## src/rtl/uart_pkg.sv

```systemverilog
// Shared UART definitions: sampler FSM encoding plus divisor, centre, vote and parity helpers.
package uart_pkg;

    typedef enum logic [2:0] {
        ST_IDLE   = 3'd0,
        ST_START  = 3'd1,
        ST_DATA   = 3'd2,
        ST_PARITY = 3'd3,
        ST_STOP   = 3'd4
    } uart_state_e;

    // Clocks per oversample tick; never below one so the tick counter stays meaningful.
    function automatic int uart_div(input int clk_freq, input int baud, input int os);
        int d;
        d = clk_freq / (baud * os);
        return (d < 1) ? 1 : d;
    endfunction

    function automatic int uart_centre(input int os);
        return os / 2;
    endfunction

    function automatic logic majority3(input logic a, input logic b, input logic c);
        return (a & b) | (a & c) | (b & c);
    endfunction

    // Expected parity bit for a zero-extended payload; odd=1 selects odd parity.
    function automatic logic parity_bit(input logic [8:0] data, input logic odd);
        return (^data) ^ odd;
    endfunction

endpackage

```

## src/rtl/uart_rx_sync_fifo.sv

```systemverilog
// First-word-fall-through synchronous FIFO; power-of-two depth, pointers wrap naturally.
module uart_rx_sync_fifo #(
    parameter int WIDTH = 8,
    parameter int DEPTH = 8
) (
    input  logic                       clk,
    input  logic                       reset,
    input  logic                       wr_en,
    input  logic [WIDTH-1:0]           din,
    input  logic                       rd_en,
    output logic [WIDTH-1:0]           dout,
    output logic [$clog2(DEPTH):0]     count,
    output logic                       full,
    output logic                       empty
);

    localparam int AW = $clog2(DEPTH);
    localparam int CW = AW + 1;

    logic [WIDTH-1:0] mem_q [DEPTH];
    logic [AW-1:0]    wr_ptr_q, wr_ptr_d;
    logic [AW-1:0]    rd_ptr_q, rd_ptr_d;
    logic [CW-1:0]    count_q, count_d;
    logic             wr_fire_s;
    logic             rd_fire_s;

    assign full      = (count_q == CW'(DEPTH));
    assign empty     = (count_q == '0);
    assign rd_fire_s = rd_en && !empty;
    assign wr_fire_s = wr_en && (!full || rd_fire_s);
    assign count     = count_q;
    assign dout      = empty ? '0 : mem_q[rd_ptr_q];

    // Pointer and fill-level next state
    always_comb begin
        wr_ptr_d = wr_fire_s ? wr_ptr_q + 1'b1 : wr_ptr_q;
        rd_ptr_d = rd_fire_s ? rd_ptr_q + 1'b1 : rd_ptr_q;
        case ({wr_fire_s, rd_fire_s})
            2'b10:   count_d = count_q + 1'b1;
            2'b01:   count_d = count_q - 1'b1;
            default: count_d = count_q;
        endcase
    end

    // Pointer and fill-level registers
    always_ff @(posedge clk) begin
        if (reset) begin
            wr_ptr_q <= '0;
            rd_ptr_q <= '0;
            count_q  <= '0;
        end else begin
            wr_ptr_q <= wr_ptr_d;
            rd_ptr_q <= rd_ptr_d;
            count_q  <= count_d;
        end
    end

    // Storage array; contents need no reset since dout is masked while empty
    always_ff @(posedge clk) begin
        if (wr_fire_s) begin
            mem_q[wr_ptr_q] <= din;
        end
    end

endmodule

```

## src/rtl/uart_rx_fifo_ctrl.sv

```systemverilog
// UART receiver with oversampled majority-vote sampler, receive FIFO, RTS and error pulses.
// Optional parity bit after the payload is enabled by defining UART_RX_PARITY_EN.
module uart_rx_fifo_ctrl
    import uart_pkg::*;
#(
    parameter int CLK_FREQ      = 12000000,
    parameter int BAUD_RATE     = 115200,
    parameter int OVERSAMPLE    = 16,
    parameter int DATA_BITS     = 8,
    parameter int STOP_BITS     = 1,
    parameter int FIFO_DEPTH    = 8,
    parameter int RTS_THRESHOLD = 6
`ifdef UART_RX_PARITY_EN
    ,
    parameter bit PARITY_ODD    = 1'b0
`endif
) (
    input  logic                          clk,
    input  logic                          reset,
    input  logic                          rx,
    input  logic                          rd_en,
    output logic [DATA_BITS-1:0]          data_out,
    output logic                          data_valid,
    output logic [$clog2(FIFO_DEPTH):0]   fifo_count,
    output logic                          rts,
    output logic                          frame_error,
    output logic                          overrun,
    output logic                          parity_error
);

    localparam int DIV    = uart_div(CLK_FREQ, BAUD_RATE, OVERSAMPLE);
    localparam int TW     = (DIV > 1) ? $clog2(DIV) : 1;
    localparam int SW     = $clog2(OVERSAMPLE);
    localparam int CENTRE = uart_centre(OVERSAMPLE);
    localparam int CW     = $clog2(FIFO_DEPTH) + 1;

    localparam logic [TW-1:0] TICK_LAST = TW'(DIV - 1);
    localparam logic [SW-1:0] S_LAST    = SW'(OVERSAMPLE - 1);
    localparam logic [SW-1:0] S_PRE     = SW'(CENTRE - 1);
    localparam logic [SW-1:0] S_MID     = SW'(CENTRE);
    localparam logic [SW-1:0] S_POST    = SW'(CENTRE + 1);
    localparam logic [3:0]    BIT_LAST  = 4'(DATA_BITS - 1);
    localparam logic          STOP_LAST = 1'(STOP_BITS - 1);

    logic                 rx_meta_q, rx_sync_q;
    logic [TW-1:0]        tick_cnt_q, tick_cnt_d;
    logic                 tick_s, tick_clr_s;
    uart_state_e          state_q, state_d;
    logic [SW-1:0]        s_q, s_d;
    logic [1:0]           samp_q, samp_d;
    logic [3:0]           bit_cnt_q, bit_cnt_d;
    logic [DATA_BITS-1:0] shift_q, shift_d;
    logic                 stop_cnt_q, stop_cnt_d;
    logic                 par_bad_q, par_bad_d;
    logic                 maj_s, decide_s;
    logic                 wr_req_s, ferr_s, perr_s, ovr_s;
    logic                 rd_fire_s, fifo_wr_s, fifo_full_s, fifo_empty_s;
    logic [CW-1:0]        fifo_count_s;
    logic                 frame_error_q, overrun_q, rts_q;

    // Two-flop synchroniser on the asynchronous line, idle-high
    always_ff @(posedge clk) begin
        if (reset) begin
            rx_meta_q <= 1'b1;
            rx_sync_q <= 1'b1;
        end else begin
            rx_meta_q <= rx;
            rx_sync_q <= rx_meta_q;
        end
    end

    assign tick_s   = (tick_cnt_q == TICK_LAST);
    assign maj_s    = majority3(samp_q[0], samp_q[1], rx_sync_q);
    assign decide_s = tick_s && (s_q == S_POST);

    // Free-running tick divider, realigned to the start edge
    always_comb begin
        if (tick_clr_s) begin
            tick_cnt_d = '0;
        end else if (tick_s) begin
            tick_cnt_d = '0;
        end else begin
            tick_cnt_d = tick_cnt_q + 1'b1;
        end
    end

    // Sampler FSM next state; vote is resolved on the tick after the centre sample
    always_comb begin
        state_d    = state_q;
        s_d        = s_q;
        samp_d     = samp_q;
        bit_cnt_d  = bit_cnt_q;
        shift_d    = shift_q;
        stop_cnt_d = stop_cnt_q;
        par_bad_d  = par_bad_q;
        tick_clr_s = 1'b0;
        wr_req_s   = 1'b0;
        ferr_s     = 1'b0;
        perr_s     = 1'b0;

        if ((state_q != ST_IDLE) && tick_s) begin
            s_d       = (s_q == S_LAST) ? '0 : s_q + 1'b1;
            samp_d[0] = (s_q == S_PRE) ? rx_sync_q : samp_q[0];
            samp_d[1] = (s_q == S_MID) ? rx_sync_q : samp_q[1];
        end else begin
            s_d = s_q;
        end

        case (state_q)
            ST_IDLE: begin
                if (!rx_sync_q) begin
                    state_d    = ST_START;
                    s_d        = '0;
                    tick_clr_s = 1'b1;
                    bit_cnt_d  = '0;
                    stop_cnt_d = 1'b0;
                    par_bad_d  = 1'b0;
                end else begin
                    state_d = ST_IDLE;
                end
            end
            ST_START: begin
                if (decide_s) begin
                    state_d = maj_s ? ST_IDLE : ST_DATA;
                end else begin
                    state_d = ST_START;
                end
            end
            ST_DATA: begin
                if (decide_s) begin
                    shift_d = {maj_s, shift_q[DATA_BITS-1:1]};
                    if (bit_cnt_q == BIT_LAST) begin
                        bit_cnt_d = '0;
`ifdef UART_RX_PARITY_EN
                        state_d   = ST_PARITY;
`else
                        state_d   = ST_STOP;
`endif
                    end else begin
                        bit_cnt_d = bit_cnt_q + 1'b1;
                    end
                end else begin
                    state_d = ST_DATA;
                end
            end
`ifdef UART_RX_PARITY_EN
            ST_PARITY: begin
                if (decide_s) begin
                    par_bad_d = (maj_s != parity_bit(9'(shift_q), PARITY_ODD));
                    state_d   = ST_STOP;
                end else begin
                    state_d = ST_PARITY;
                end
            end
`endif
            ST_STOP: begin
                if (decide_s) begin
                    if (!maj_s) begin
                        state_d = ST_IDLE;
                        perr_s  = par_bad_q;
                        ferr_s  = !par_bad_q;
                    end else if (stop_cnt_q == STOP_LAST) begin
                        state_d  = ST_IDLE;
                        perr_s   = par_bad_q;
                        wr_req_s = !par_bad_q;
                    end else begin
                        stop_cnt_d = 1'b1;
                    end
                end else begin
                    state_d = ST_STOP;
                end
            end
            default: begin
                state_d = ST_IDLE;
            end
        endcase
    end

    // Sampler state registers
    always_ff @(posedge clk) begin
        if (reset) begin
            tick_cnt_q <= '0;
            state_q    <= ST_IDLE;
            s_q        <= '0;
            samp_q     <= 2'b11;
            bit_cnt_q  <= '0;
            shift_q    <= '0;
            stop_cnt_q <= 1'b0;
            par_bad_q  <= 1'b0;
        end else begin
            tick_cnt_q <= tick_cnt_d;
            state_q    <= state_d;
            s_q        <= s_d;
            samp_q     <= samp_d;
            bit_cnt_q  <= bit_cnt_d;
            shift_q    <= shift_d;
            stop_cnt_q <= stop_cnt_d;
            par_bad_q  <= par_bad_d;
        end
    end

    // A same-cycle pop makes room, so a full FIFO only overruns without one
    assign rd_fire_s = rd_en && !fifo_empty_s;
    assign fifo_wr_s = wr_req_s && (!fifo_full_s || rd_fire_s);
    assign ovr_s     = wr_req_s && fifo_full_s && !rd_fire_s;

    uart_rx_sync_fifo #(
        .WIDTH (DATA_BITS),
        .DEPTH (FIFO_DEPTH)
    ) u_fifo (
        .clk   (clk),
        .reset (reset),
        .wr_en (fifo_wr_s),
        .din   (shift_q),
        .rd_en (rd_en),
        .dout  (data_out),
        .count (fifo_count_s),
        .full  (fifo_full_s),
        .empty (fifo_empty_s)
    );

    // Registered status: error pulses with parity > frame > overrun, and RTS from fill level
    always_ff @(posedge clk) begin
        if (reset) begin
            frame_error_q <= 1'b0;
            overrun_q     <= 1'b0;
            rts_q         <= 1'b0;
        end else begin
            frame_error_q <= ferr_s && !perr_s;
            overrun_q     <= ovr_s && !perr_s && !ferr_s;
            rts_q         <= (fifo_count_s >= CW'(RTS_THRESHOLD));
        end
    end

`ifdef UART_RX_PARITY_EN
    logic parity_error_q;

    // Parity mismatch pulse
    always_ff @(posedge clk) begin
        if (reset) begin
            parity_error_q <= 1'b0;
        end else begin
            parity_error_q <= perr_s;
        end
    end

    assign parity_error = parity_error_q;
`else
    assign parity_error = 1'b0;
`endif

    assign data_valid  = !fifo_empty_s;
    assign fifo_count  = fifo_count_s;
    assign rts         = rts_q;
    assign frame_error = frame_error_q;
    assign overrun     = overrun_q;

endmodule

```

## config.mk

```make
export PLATFORM = sky130hd
export DESIGN_NAME = uart_rx_fifo_ctrl
export DESIGN_NICKNAME = d
export VERILOG_FILES = /design/src/rtl/uart_pkg.sv /design/src/rtl/uart_rx_sync_fifo.sv /design/src/rtl/uart_rx_fifo_ctrl.sv
export SDC_FILE = /design/constraint.sdc
export NUM_CORES = 1
export LEC_CHECK = 0
export BUFFER_PORTS_ARGS = -buffer_cell sky130_fd_sc_hd__buf_2
export CAP_MARGIN = 15
export CORE_MARGIN = 2
export CORE_UTILIZATION = 41
export DETAILED_ROUTE_END_ITERATION = 8
export PLACE_DENSITY = 0.57
export SYNTH_ARGS = -nofsm -noshare
export SYNTH_HDL_FRONTEND = slang
export SYNTH_SLANG_ARGS = --single-unit
```

## constraint.sdc

```tcl
create_clock -name clk -period 7.3 [get_ports clk]
set_input_delay 0.73 -clock clk [delete_from_list [all_inputs] [get_ports clk]]
set_output_delay 0.73 -clock clk [all_outputs]
set_load 0.02 [all_outputs]
```

# Yosys cells after proc, flatten, opt, wreduce, memory -nomap -nowiden
# Memories as Yosys holds them, arrays and structs flattened. A register that Yosys moved wholly into a read port is not among the register bits.
# Index checks and enable logic that the tools add are counted.
[word_totals]
ff_bits = 40
latchBits = 0
ramBits = 64
rom_bits = 0
out_inout_bits = 17
elab_cells = 111
mem_count = 1
[classes]
add_sub_neg = 7
mul = 0
div = 0
n_lt_le_gt_ge = 1
eq_ne = 18
n_shift = 0
mux = 37
n_bitwise = 5
n_reduce_logical = 26
[mem_list]
columns = ["memory", "words", "word_bits", "rd", "rd_clocked_by_memory_dff", "wr", "line", "source"]
rows = [
  ["u_fifo.mem_q", 8, 8, 1, 1, 1, "uart_rx_sync_fifo.sv:20", "logic [WIDTH-1:0] mem_q [DEPTH];"],
]
[op_table]
columns = ["cell", "n"]
rows = [
  ["2-to-1 mux 4 bit", 7],
  ["2-to-1 mux 3 bit", 7],
  ["equality test 4 bit (second input constant)", 4],
  ["2-to-1 mux 1 bit", 16],
  ["one-hot mux 4 bit (2 select lines)", 2],
  ["adder 4 x 1 -> 4 bit (second input constant)", 3],
  ["one-hot mux 3 bit (4 select lines)", 1],
  ["adder 3 x 1 -> 3 bit (second input constant)", 3],
  ["equality test 4 x 3 -> 1 bit (second input constant)", 2],
  ["logical AND 1 bit", 8],
  ["2-to-1 mux 8 bit", 1],
  ["inequality test 2 bit (second input constant)", 4],
  ["AND reduction 2 bit", 4],
  ["equality test 3 bit (second input constant)", 2],
  ["nonzero test 2 bit", 3],
  ["greater-or-equal comparator 4 x 3 -> 1 bit (second input constant)", 1],
  ["logical NOT 1 bit", 4],
  ["logical NOT 4 bit", 1],
  ["2-to-1 mux 2 bit", 2],
  ["inequality test 4 bit (second input constant)", 1],
  ["AND reduction 4 bit", 1],
  ["subtractor 4 x 1 -> 4 bit (second input constant)", 1],
  ["AND 1 bit", 3],
  ["equality test 3 x 1 -> 1 bit (second input constant)", 1],
  ["11 further kinds", 12],
]

# Logic depth before layout (Yosys ltp)
[logic_depth]
depth_word = 10
ltp_mapped = 13

# Modules after synthesis
# From an unflattened synthesis, not the netlist that was laid out.
[hier_totals]
cells_unflattened = 334
area_unflattened_um2 = 4490.6
[modules_own_cells]
columns = ["mod", "n_inst", "cells_per_inst", "area_each_um2", "seq_area_each_um2"]
rows = [
  ["uart_rx_sync_fifo", 1, 184, 3160.5, 2182.1],
  ["uart_rx_fifo_ctrl", 1, 150, 1330.0, 580.6],
]

# Worst setup path after synthesis
# No wires, ideal clock.
[synth_path]
path_type = "reg-to-reg"
from = "register u_fifo.count_q[1] (netlist: u_fifo.count[1])"
to = "register u_fifo.count_q[2] (netlist: u_fifo.count[2])"
arrival_ps = 2617
required_ps = 7229
path_slack_ps = 4612
stages_incl_launch_ff = 13
n_path_buf = 2
period_less_slack_ps = 2688
path_cell_list = "dfxtp_1 -> buf_6 -> nor4_4 -> inv_2 -> and2_1 -> buf_6 -> ha_1 -> xor2_1 -> ha_1 -> a21oi_1 -> xor2_1 -> or3_1 -> a21oi_1"
[synth_via]
elab_chain_cells = 8
elab_cells_between_ends = 14
[synth_rtl]
columns = ["element", "line", "source"]
rows = [
  ["start, declared", "uart_rx_sync_fifo.sv:23", "logic [CW-1:0] count_q, count_d;"],
  ["start signal, assigned", "uart_rx_sync_fifo.sv:54", "count_q <= count_d;"],
  ["logical NOT 4 bit *", "uart_rx_sync_fifo.sv:28", "assign empty = (count_q == '0);"],
  ["logical NOT 1 bit *", "--", ""],
  ["named net data_valid", "uart_rx_fifo_ctrl.sv:23", "output logic data_valid,"],
  ["logical AND 1 bit *", "uart_rx_sync_fifo.sv:29, uart_rx_fifo_ctrl.sv:203", ""],
  ["named net rd_fire_s", "uart_rx_fifo_ctrl.sv:57", "logic rd_fire_s, fifo_wr_s, fifo_full_s, fifo_empty_s;"],
  ["logical OR 1 bit", "uart_rx_fifo_ctrl.sv:204", "assign fifo_wr_s = wr_req_s && (!fifo_full_s || rd_fire_s);"],
  ["logical AND 1 bit", "uart_rx_fifo_ctrl.sv:204", ""],
  ["logical AND 1 bit", "uart_rx_sync_fifo.sv:30", "assign wr_fire_s = wr_en && (!full || rd_fire_s);"],
  ["equality test 2 x 1 -> 1 bit / equality test 2 bit (equally long branches)", "uart_rx_sync_fifo.sv:38", "case ({wr_fire_s, rd_fire_s})"],
  ["one-hot mux 4 bit (2 select lines) / nonzero test 2 bit (equally long branches)", "--", ""],
]
# Mark *: on every way through the listed nets, which the timed path passes. The rest lies on a longest branch.
# A chain may end at the register's enable or synchronous reset.

# Worst setup path after layout
[layout_path]
from = "register u_fifo.count_q[1] (netlist: u_fifo.count[1])"
to = "register u_fifo.count_q[2] (netlist: u_fifo.count[2])"
[layout_via]
elab_chain_cells = 8
elab_cells_between_ends = 14
[layout_rtl]
columns = ["element", "line"]
rows = [
  ["logical NOT 4 bit", "uart_rx_sync_fifo.sv:28"],
  ["logical NOT 1 bit", "uart_rx_sync_fifo.sv:29, uart_rx_fifo_ctrl.sv:203"],
  ["logical AND 1 bit", "uart_rx_sync_fifo.sv:29, uart_rx_fifo_ctrl.sv:203"],
  ["logical OR 1 bit", "uart_rx_sync_fifo.sv:30, uart_rx_fifo_ctrl.sv:204"],
  ["logical AND 1 bit", "uart_rx_fifo_ctrl.sv:204"],
  ["logical AND 1 bit", "uart_rx_sync_fifo.sv:30"],
  ["equality test 2 x 1 -> 1 bit / equality test 2 bit (equally long branches)", "uart_rx_sync_fifo.sv:38"],
  ["one-hot mux 4 bit (2 select lines) / nonzero test 2 bit (equally long branches)", "--"],
]
# Several ways; a longest one is shown, not always the timed one.

==> results.txt <==
After technology mapping, the gate count stands at 317. After detailed routing, the number of vias per cell comes to 5.21. Grouping stages by cell kind, the critical path spends the most delay in simple AND/OR/NAND/NOR gates. Setup total negative slack on the finished layout was measured at 0 ns. For the worst-case vdd ir drop, the log shows 0.122 mV.

The tools report the start point of the worst min-delay path as rx_meta_q. In the synthesized netlist the async set-or-reset flop fraction comes to 0%. The die is 109 um wide. After detailed routing, the total wire length is 7820 um. The most critical setup path has its startpoint at u_fifo.count[1]. The number of rows created at floorplan was 38; the proportion of synthesized chip area in sequential cells was 61.2%.

For the maximum clock frequency, the log shows 0.353 GHz. The clock insertion delay at the later pin of the skew report is 0.37 ns. The initial antenna violation count is 0. The synthesized design contains 106 register bits.

After detailed routing, the number of remaining DRC violations is 0. The required time reported for the critical path endpoint is 7.59 ns. The power density over cell area came out at 206 nW/um2. The logs give 40 for the maximum number of pins on one net before global-route repair and 2,505 for the overall via count from detail_route.

The tools report the final hold slack as 0.422 ns. Among all flip-flop cells after synthesis, the most frequent one is edfxtp_1. I/O pin count: 21. The kind of start point of the critical path is a flop. Counting the fill cells in the layout gives 973. The count of flip-flops with a built-in enable after synthesis came out at 64. The worst hold path class was flop to flop. The startpoint of the worst register-to-register path was u_fifo.count[1].

In the final routed layout, each cell accounts on average for 16.3 um. The count of placed standard cells in the final layout, fillers left out was 481; the maximum fanout along the worst path was 11. Setup repair after global routing left no endpoint under its margin. Buffer levels on the longest clock path: 2. The actual slew at the worst max-slew pin is 0.886 ns. The logs give 5000 um for the half-perimeter wire length of the detailed placement result and 1.70 nW for the cell leakage power. The clock period could shrink to 2.83 ns. The starting density of the core came out at 41.8%. The clock tree root driver cell was clkbuf_8. During placement, the flow inserted port buffers numbering 19. After detailed placement, the design holds a cell count of 465. The number of clock buffers inserted by TritonCTS came out at 9. The clock arrives with 0.0135 ns of skew.

TritonCTS built the clock tree. The CTS H-tree depth is 3. The growth of design area from synthesis to finish came out at 10.1%. The detail route stage leaves a number of antenna-violating nets equal to 0. The register clock-pin slew on the reported worst setup and hold paths was 0.10 ns; the delay contributed by the slowest stage of the critical path was 0.66 ns. The endpoint type of the worst setup path is a flop.

The tools report the count of antenna diodes in the layout as 0. Post-CTS repair changed the size of 0 cells. The share of post-route cells with drive strength above 1 was 24.6%; the final setup violation count was 0. The detailed router finished its first iteration with 162 violations. Worst max-slew margin expressed relative to the limit: 40.6%. The Yosys step of the flow raised 0 warnings. The number of endpoints with negative hold slack in the final report was 0; the mean instance size in the synthesized netlist was 14.2 um2. In this run the vertical extent of the chip is 109 um. After synthesis the cells add up to 4510 um2.

The critical path goes through nor4_4, inv_2, and2_1, ha_1, xor2_1, ha_1, a21oi_1, xor2_1, or3_1, a21oi_1. The number of nets produced by synthesis was 332; the critical path buffer and inverter count was 1. The count of unique library cells instantiated by Yosys was 58; the number of global-route vias before repair was 2,404.

The final layout net count is 351, and the die area is 11,900 um2. Across the run, the number of max-cap violations was 0. The hold buffer count at cts was 0. The floorplan core area is 10,800 um2. Before antenna repair, the detailed router went through 5 iterations. Across every metal layer, demand over resource in global routing totals 14.2%.

The final weighted congestion of routability-driven global placement is 0.749, and the data arrival time of the worst path is 3.12 ns. The fraction of the cycle the final worst path needs is 38.8%, and the count of buffers added by post-CTS timing repair for setup is 0. Critical-path cell with the highest stage delay: nor4_4. The worst setup path is of the flop to flop kind.

The run gives 0 as the final-report max-slew violation count. The total global routing overflow is 0, and the first-pass GRT wire length is 12,600 um. The number of sinks driven by the clock tree came out at 106. The run finished with clean final reports.
synth_stat cells, types with 3 or more instances:
cell      instances  area, um2
nor4b_2           4       60.1
dfxtp_1          42        841
clkbuf_1          6       22.5
xor2_1            5       43.8
edfxtp_1         64       1920
ha_1             11        138
nor3b_1           5       37.5
nor2_1           40        150
nand2b_1          6       37.5
mux4_2           16        360
nand2_1           5       18.8
or2_2             3       18.8
mux2i_1          24        240
buf_2             6       30.0
or4_1             3       22.5
a21oi_1           8       40.0
o21ai_0           4       20.0
inv_1             7       26.3
and2_1            3       18.8
nor3_1            7       35.0
where the power goes:
group | total (mW) | internal, mW | switching [mW]
Clock | 0.380 | 0.169 | 0.211
Sequential | 0.631 | 0.629 | 0.00219
Combinational | 0.0128 | 0.00489 | 0.00788
worst reg2reg max path: cells and delay by family, from the launching register on:
family,cells,cell delay [ns]
simple gates,3,1.22
fa+ha+maj,2,0.48
flops,1,0.45
compound gates,2,0.28
xor+xnor,2,0.26
buf+inv,1,0.08
logic make-up (layout without fill, tap and decap cells):
logic type,after synthesis,in the layout,synth area share (%)
buffers and inverters,27,51,2.91
DFF,106,106,61.2
xor gates and xnor gates,6,6,1.33
adders and majority gates,12,12,3.27
and+or+nand+nor,97,97,13.1
muxes,42,42,13.8
other,1,1,0.0831
AOI/OAI and AO/OA,26,26,4.24
metal layers:
metal	up-vias	part of all wire, %	GRT usage, %
li1	1224	-	-
met3	9	2.2	2.87
met2	25	51	23.6
met4	0	1.2	4.67
met5	-	0	0
met1	1247	46	18.6
state kept, by name, indices dropped and copies added, names as in the netlist, 2 cells and up, named ones only:
signal           flops
tick_cnt_q           3
samp_q               2
bit_cnt_q            4
u_fifo.count         4
u_fifo.rd_ptr_q      3
state_q              3
u_fifo.mem_q        64
u_fifo.wr_ptr_q      3
s_q                  4
shift_q              8
per-stage QoR:
step	utilization (%)	instance area [um2]	setup WS [ns]	total power, mW
final	46.0	4970	4.47	1.02
after global routing	46.0	4970	4.22	1.06
after CTS	46.0	4970	4.40	1.04
after detailed placement	44.0	4750	4.29	0.658
after global placement	44.0	4750	4.34	0.657
after floorplan	-	4510	4.61	0.655
final timing paths:
check	slack [ns]	to	depth (start not counted)
worst max-delay path	4.47	u_fifo.count[2]	10
worst min-delay path	0.42	rx_sync_q	1
worst max register to register	4.47	u_fifo.count[2]	10
worst min register to register	0.42	rx_sync_q	1
layout make-up:
cell class	count	area (um2)	area share (%)
multi-input cells	184	1630	32.9
repair buffers	26	148	2.97
flip-flops and latches	106	2760	55.6
clock buffers	9	124	2.49
well taps	140	175	3.53
inverters	9	33.8	0.680
clock inverters	7	90.1	1.81
placed cells by master, fill, tap and decap left out, drive strengths merged, types with 2 or more instances in the layout:
| master | instances |
|---|---|
| a21oi | 8 |
| a31oi | 2 |
| and2 | 3 |
| and3 | 2 |
| buf | 26 |
| clkbuf | 9 |
| dfxtp | 42 |
| edfxtp | 64 |
| ha | 11 |
| inv | 14 |
| mux2 | 2 |
| mux2i | 24 |
| mux4 | 16 |
| nand2 | 6 |
| nand2b | 6 |
| nand3b | 2 |
| nand4b | 2 |
| nor2 | 41 |
| nor3 | 7 |
| nor3b | 5 |
| nor4 | 4 |
| nor4b | 4 |
| o21ai | 4 |
| o21ba | 2 |
| o311a | 2 |
| or2 | 4 |
| or4 | 3 |
| xor2 | 5 |
No activity file was read; power rests on OpenSTA's default activity.
